**src/rtl/serial_digit_adder.sv**
```systemverilog
// Digit-serial adder: adds WIDTH-bit operands DIGIT bits per clock with valid/ready handshakes.
// Optional subtract mode is enabled by defining ADDER_SUB_EN.
module serial_digit_adder #(
  parameter int unsigned WIDTH = 8,
  parameter int unsigned DIGIT = 1
) (
  input  logic             clk,
  input  logic             rst,
  input  logic             in_valid,
  output logic             in_ready,
  input  logic [WIDTH-1:0] a,
  input  logic [WIDTH-1:0] b,
  input  logic             cin,
  input  logic             acc_mode,
`ifdef ADDER_SUB_EN
  input  logic             sub,
`endif
  output logic             out_valid,
  input  logic             out_ready,
  output logic [WIDTH-1:0] sum,
  output logic             cout,
  output logic             overflow
);

  localparam int unsigned N  = WIDTH / DIGIT;
  localparam int unsigned CW = (N > 1) ? $clog2(N) : 1;

  localparam logic [1:0] IDLE = 2'd0;
  localparam logic [1:0] RUN  = 2'd1;
  localparam logic [1:0] DONE = 2'd2;

  logic [1:0]       state;
  logic [1:0]       next_state;
  logic [WIDTH-1:0] a_sh;
  logic [WIDTH-1:0] b_sh;
  logic [WIDTH-1:0] res;
  logic [WIDTH-1:0] acc;
  logic             carry;
  logic [CW-1:0]    cnt;

  logic             accept;
  logic             last;
  logic [WIDTH-1:0] b_src;
  logic [WIDTH-1:0] b_eff;
  logic             cin_eff;
  logic [DIGIT:0]   dsum;
  logic [WIDTH-1:0] res_next;
  logic             cmsb;

  assign accept = in_valid && in_ready;
  assign last   = (cnt == CW'(N - 1));
  assign b_src  = acc_mode ? acc : b;

`ifdef ADDER_SUB_EN
  assign b_eff   = sub ? ~b_src : b_src;
  assign cin_eff = sub ? 1'b1 : cin;
`else
  assign b_eff   = b_src;
  assign cin_eff = cin;
`endif

  // One ripple slice; the new digit enters the result from the top.
  assign dsum     = {1'b0, a_sh[DIGIT-1:0]} + {1'b0, b_sh[DIGIT-1:0]} + (DIGIT + 1)'(carry);
  assign res_next = WIDTH'({dsum[DIGIT-1:0], res} >> DIGIT);
  // Carry into the digit MSB recovered from its sum and operand bits.
  assign cmsb     = dsum[DIGIT-1] ^ a_sh[DIGIT-1] ^ b_sh[DIGIT-1];

  always_comb begin
    next_state = state;
    case (state)
      IDLE:    if (accept) next_state = RUN;
      RUN:     if (last) next_state = DONE;
      DONE:    if (out_ready) next_state = IDLE;
      default: next_state = IDLE;
    endcase
  end

  always_ff @(posedge clk) begin
    if (rst) begin
      state     <= IDLE;
      in_ready  <= 1'b1;
      out_valid <= 1'b0;
      a_sh      <= '0;
      b_sh      <= '0;
      res       <= '0;
      acc       <= '0;
      carry     <= 1'b0;
      cnt       <= '0;
      sum       <= '0;
      cout      <= 1'b0;
      overflow  <= 1'b0;
    end else begin
      state     <= next_state;
      in_ready  <= (next_state == IDLE);
      out_valid <= (next_state == DONE);
      case (state)
        IDLE: begin
          if (accept) begin
            a_sh  <= a;
            b_sh  <= b_eff;
            carry <= cin_eff;
            cnt   <= '0;
          end
        end
        RUN: begin
          a_sh  <= a_sh >> DIGIT;
          b_sh  <= b_sh >> DIGIT;
          res   <= res_next;
          carry <= dsum[DIGIT];
          cnt   <= cnt + CW'(1);
          if (last) begin
            sum      <= res_next;
            acc      <= res_next;
            cout     <= dsum[DIGIT];
            overflow <= cmsb ^ dsum[DIGIT];
          end
        end
        default: ;
      endcase
    end
  end

endmodule

```
**config.mk**
```make
export PLATFORM = sky130hd
export DESIGN_NAME = serial_digit_adder
export DESIGN_NICKNAME = d
export VERILOG_FILES = /design/src/rtl/serial_digit_adder.sv
export SDC_FILE = /design/constraint.sdc
export NUM_CORES = 1
export LEC_CHECK = 0
export ABC_CLOCK_PERIOD_IN_PS = 3000
export BUFFER_PORTS_ARGS = -buffer_cell sky130_fd_sc_hd__buf_4
export CAP_MARGIN = 20
export CORE_MARGIN = 5
export CORE_UTILIZATION = 45
export DETAILED_ROUTE_END_ITERATION = 8
export PLACE_DENSITY = 0.72
export SLEW_MARGIN = 10
export SYNTH_ARGS = -nofsm -noshare
export SYNTH_HDL_FRONTEND = slang
export SYNTH_SLANG_ARGS = --single-unit
```
**constraint.sdc**
```tcl
create_clock -name clk -period 3 [get_ports clk]
set_input_delay 0.6 -clock clk [delete_from_list [all_inputs] [get_ports clk]]
set_output_delay 0.6 -clock clk [all_outputs]
set_load 0.01 [all_outputs]
```
Word level (Yosys, flattened, before mapping)
Index checks and enable logic that the tools add are counted.
- register bits: 42
- input bits: 22
- output and inout port bits: 12
- add/subtract/negate cells: 3
- eq/ne operators: 5
- multiplexer cells: 13
- bitwise gates (word level): 3
- reductions and logical operators: 6
- operators by type and width (operator ; number):
    $pmux 8 s2 ; 2
    $mux 8 ; 3
    $mux 2 ; 3
    $pmux 2 s3 ; 1
    $pmux 3 s2 ; 1
    $eq 2x2->1 const B ; 2
    $logic_not 2->1 ; 2
    $reduce_and 2->1 ; 2
    $add 3x1->3 const B ; 1
    $eq 3x3->1 const B ; 1
    $mux 3 ; 1
    $xor 1x1->1 ; 3
    $add 1x1->2 ; 1
    $add 2x1->2 ; 1
    $eq 2x1->1 const B ; 1
    $ne 2x2->1 const B ; 1
    $pmux 1 s2 ; 1
    $reduce_bool 2->1 ; 1
    $logic_and 1x1->1 ; 1
    $mux 1 ; 1

Depth between registers and ports, before layout
- depth in word-level cells: 5
- mapped depth: 6

Least setup slack after synthesis
OpenSTA, ideal clock, no wires.
- kind: reg-to-reg
- from: register a_sh[0]
- to: register overflow
- setup time: 86 ps
- arrival: 1390 ps
- data required time: 2914 ps
- setup slack: 1524 ps
- cell stages (with the launch flop): 6
- buffers on the path: 0
- path through: dfxtp_1 inv_1 fa_1 xnor2_1 xnor2_1 a211oi_1
- cells in the longest elaborated chain, start to end: 5
- RTL lines (what ; line ; source):
    from (decl) ; 34 ; logic [WIDTH-1:0] a_sh;
    from (signal assigned) ; 106 ; a_sh <= a_sh >> DIGIT;
    $add 1x1->2 ; 63 ; assign dsum = {1'b0, a_sh[DIGIT-1:0]} + {1'b0, b_sh[DIGIT-1:0]} + (DIGIT + 1)'(carry);
    $add 2x1->2 ; 63 ;
    $xor 1x1->1 (2 in a row) ; 66 ; assign cmsb = dsum[DIGIT-1] ^ a_sh[DIGIT-1] ^ b_sh[DIGIT-1];
    $xor 1x1->1 * ; 115 ; overflow <= cmsb ^ dsum[DIGIT];
    to (signal assigned) ; 115 ;
    to (decl) ; 22 ; output logic overflow
Mark *: on every way between the ends. The rest lies on a longest branch, timed or not.
A chain may end at the register's enable or synchronous reset.

Worst setup path in the final report
- from: register state[0]
- to: register b_sh[5]
- cells in the longest elaborated chain, start to end: 3
- elaborated cells on any way between the ends: 6
- classes of those cells: eq/ne (2); mux (1); reduce/logical (3)
- RTL lines (what ; line ; source):
    from (decl) ; 32 ; logic [1:0] state;
    from (signal assigned) ; 93 ; state <= next_state;
    $eq 2x1->1 / $logic_not 2->1 (equally long branches) ; 96 ; case (state)
    $reduce_bool 2->1 (no source line) / $ne 2x2->1 (equally long branches) ; - ;
    $reduce_and 2->1 (no source line) ; - ;
    to (signal assigned) ; 107 ; b_sh <= b_sh >> DIGIT;
    to (decl) ; 35 ; logic [WIDTH-1:0] b_sh;
Several ways; a longest one is shown, not always the timed one.

==> reports/qor.csv <==
metric,value,unit
multi-input logic area,861,µm²
met2 usage,23.8,%
top post-synthesis cells by area,"dfxtp_1, nand2_1, a21oi_1, a311oi_1, buf_6",
Levels on crit path,4,
register area,821,µm²
CP max stage delay,0.72,ns
DIE HEIGHT,73.4,µm
GRT Max-Usage Layer,met2,
max_cap viols,0,
largest net degree at the start of global routing,41,
initial DRC count,91,
top-area cell type share of the netlist area,45.4,%
setup_tns,0,ns
Fin. Hold Viols,0,
"most common cell after layout, fill and taps aside",nand2_1,
highest-delay cell along the critical path,and2b_1,
nature of the critical path endpoint,flip-flop,
met1 usage,19.7,%
Post-DP Area,2020,µm²
post-detail-place hpwl,2560,µm
Tot Pwr,1.09,mW
share of cells above drive strength 1,19.3,%
Hold Slack,0.461,ns
relative slew slack,45.0,%
Pint,0.813,mW
critical path cell sequence,and2b_1 -> buf_4 -> nand2_1 -> a31oi_1,
RSZ-0062 raised after global routing,no,
PortBufs,33,
critical path launch point type,flip-flop,
mean post-synth cell area,8.70,µm²
CTS H-tree depth,2,
setup repair bufs after CTS,0,
router iterations before antenna repair,4,
drt drc,0,
Setup CP Type,reg -> reg,
gr usage total,15.3,%
post-route cell area,2110,µm²
Achievable Freq,565,MHz
Gate power share,13.1,%
n_diodes,0,
Yosys warnings,0,
clock sink count,41,
cts hold-fix bufs,0,
fin crit share,59.0,%
Unique masters post-synth,31,
Root Buffer,clkbuf_8,
Syn Inst Count,208,
met3 Use GR,5.20,%
Bufs and invs on worst path,1,
total number of vias,1502,
clock share of power,33.2,%
vias per inst,5.31,
Area Overhead vs Synth,16.5,%
Initial Utilization,45.9,%
Reg2Reg Depth,4,
initial antenna violation count,0,
DIE WIDTH,73.4,µm
Critical Path AT,1.99,ns
vias in the first global route,1460,
filler cell count,375,
r2r setup slk,1.23,ns
worst r2r dst,b_sh[5],
Slew Limit Fails,0,
most frequent cells in the layout,"nand2_1, dfxtp_1, buf_4, a21oi_1, nand3_1",
Crit path max-delay family,simple AND/OR/NAND/NOR gates,
FF-to-FF Start,state[0],
synthesized flop and latch total,41,
antenna-violating nets left,0,
"Setup violations, final",0,
CTS Buffer Depth,2,
TritonCTS clock tree,yes,
NumNets Final,258,
placeable core region,3940,µm²
DR WL/cell,13.5,µm
grt total ovfl,0,
sequential power share,53.7,%
Clock Pin Slew Worst Setup and Hold Paths,0.08,ns
gp weighted congestion,0.719,
CP Data Required Time,3.22,ns
final critical-path required period,1.77,ns
sw frac,25.5,%
Synth Cell Area,1810,µm²
Die Area,5390,µm²
total CTS buffers,5,
Worst Skew,0.00820,ns
cell area power density,518,nW/µm²
Synth area leader,dfxtp_1,
"Seq/Total Area, Yosys",45.4,%
Rows,23,
Post-Route WL,3820,µm
Worst VDD drop,226,µV
Leakage,0.785,nW
cts repair resizes,0,
Hold Crit Class,reg -> reg,
NetSw,0.279,mW
Worst Setup SP,state[0],
"Clk Latency, worst-skew pair",0.29,ns
Worst-Margin Slew,0.825,ns
io pins,34,
Critical Path End,b_sh[5],
status,"complete, no violations",
worst-path maximum fanout,26,
global-route wire length before repair,6450,µm
Mapped Nets,233,
-- through the flow --
step	setup slack [ns]	std cells	util, %
2_1_floorplan	1.52	208	-
3_3_place_gp	1.23	276	51.2
3_5_place_dp	1.17	276	51.2
4_1_cts	1.22	283	53.5
5_1_grt	1.01	283	53.5
6_report	1.23	283	53.5
-- how the worst min path moves through the flow --
| stage | cells past startpoint | from | slack (ns) | endpoint |
|---|---|---|---|---|
| 4_1_cts | 2 | res[1] | 0.47 | acc[0] |
| 3_3_place_gp | 2 | res[1] | 0.44 | acc[0] |
| 5_1_grt | 2 | acc[2] | 0.49 | acc[2] |
| 6_report | 2 | res[1] | 0.46 | acc[0] |
| 3_5_place_dp | 2 | res[1] | 0.45 | acc[0] |
| 2_1_floorplan | 2 | res[1] | 0.43 | acc[0] |
-- Yosys cell counts, drive strengths merged --
| master | instances |
|---|---|
| nand2 | 50 |
| dfxtp | 41 |
| a21oi | 19 |
| buf | 14 |
| nand3 | 11 |
| nand2b | 8 |
| nor3 | 8 |
| a311oi | 7 |
| a31oi | 7 |
| nor2 | 6 |
| o2111ai | 5 |
| a211oi | 4 |
| mux2i | 4 |
| clkbuf | 3 |
| inv | 3 |
| xnor2 | 3 |
| and3b | 2 |
| ha | 2 |
| nand3b | 2 |
| or3 | 2 |
| a2111oi | 1 |
| a21o | 1 |
| a221oi | 1 |
| and2b | 1 |
| fa | 1 |
| nand4b | 1 |
| or3b | 1 |
-- area by class of cell --
cell class                 instances  share of cell area, %
multi-input combinational        147                   40.8
sequential                        41                   38.9
tap                               50                   2.97
timing repair buffer              35                   12.5
clock buffer                       6                   3.92
inverter                           3                  0.534
clock inverter                     1                  0.356
-- sequential cells by signal, summed over array words and instances, names as in the netlist --
name       flops
overflow       1
cout           1
acc            8
state          2
res            7
out_valid      1
b_sh           8
a_sh           8
in_ready       1
carry          1
cnt            3
-- worst min-delay path: stages (launching register included) --
cell and delay [ns]:
dfxtp_1 0.31, nand2_1 0.05, a21oi_1 0.05
-- power by group through the flow --
| stage | sequential [mW] | combinational (mW) | clock (mW) |
|---|---|---|---|
| 2_1_floorplan | 0.593 | 0.116 | 0 |
| 3_3_place_gp | 0.598 | 0.141 | 0 |
| 3_5_place_dp | 0.598 | 0.143 | 0 |
| 4_1_cts | 0.586 | 0.145 | 0.372 |
| 5_1_grt | 0.590 | 0.162 | 0.399 |
| 6_report | 0.586 | 0.143 | 0.363 |
-- cells by family (layout without fill, tap and decap cells) --
group	after synthesis	count (layout)	synth area share, %
flops	41	41	45.4
xor+xnor	3	3	1.45
simple gates	92	92	24.2
compound gates	45	45	17.2
mux	4	4	2.21
fa+ha+maj	3	3	2.49
buf+inv	20	45	7.05
-- per-layer routing --
metal	wire [µm]	up-vias	share of wire (%)
met2	1840	30	48
met4	18	0	0.47
li1	-	777	-
met5	0	-	0
met1	1750	693	46
met3	211	2	5.5
Power figures use the tool's default switching activity.
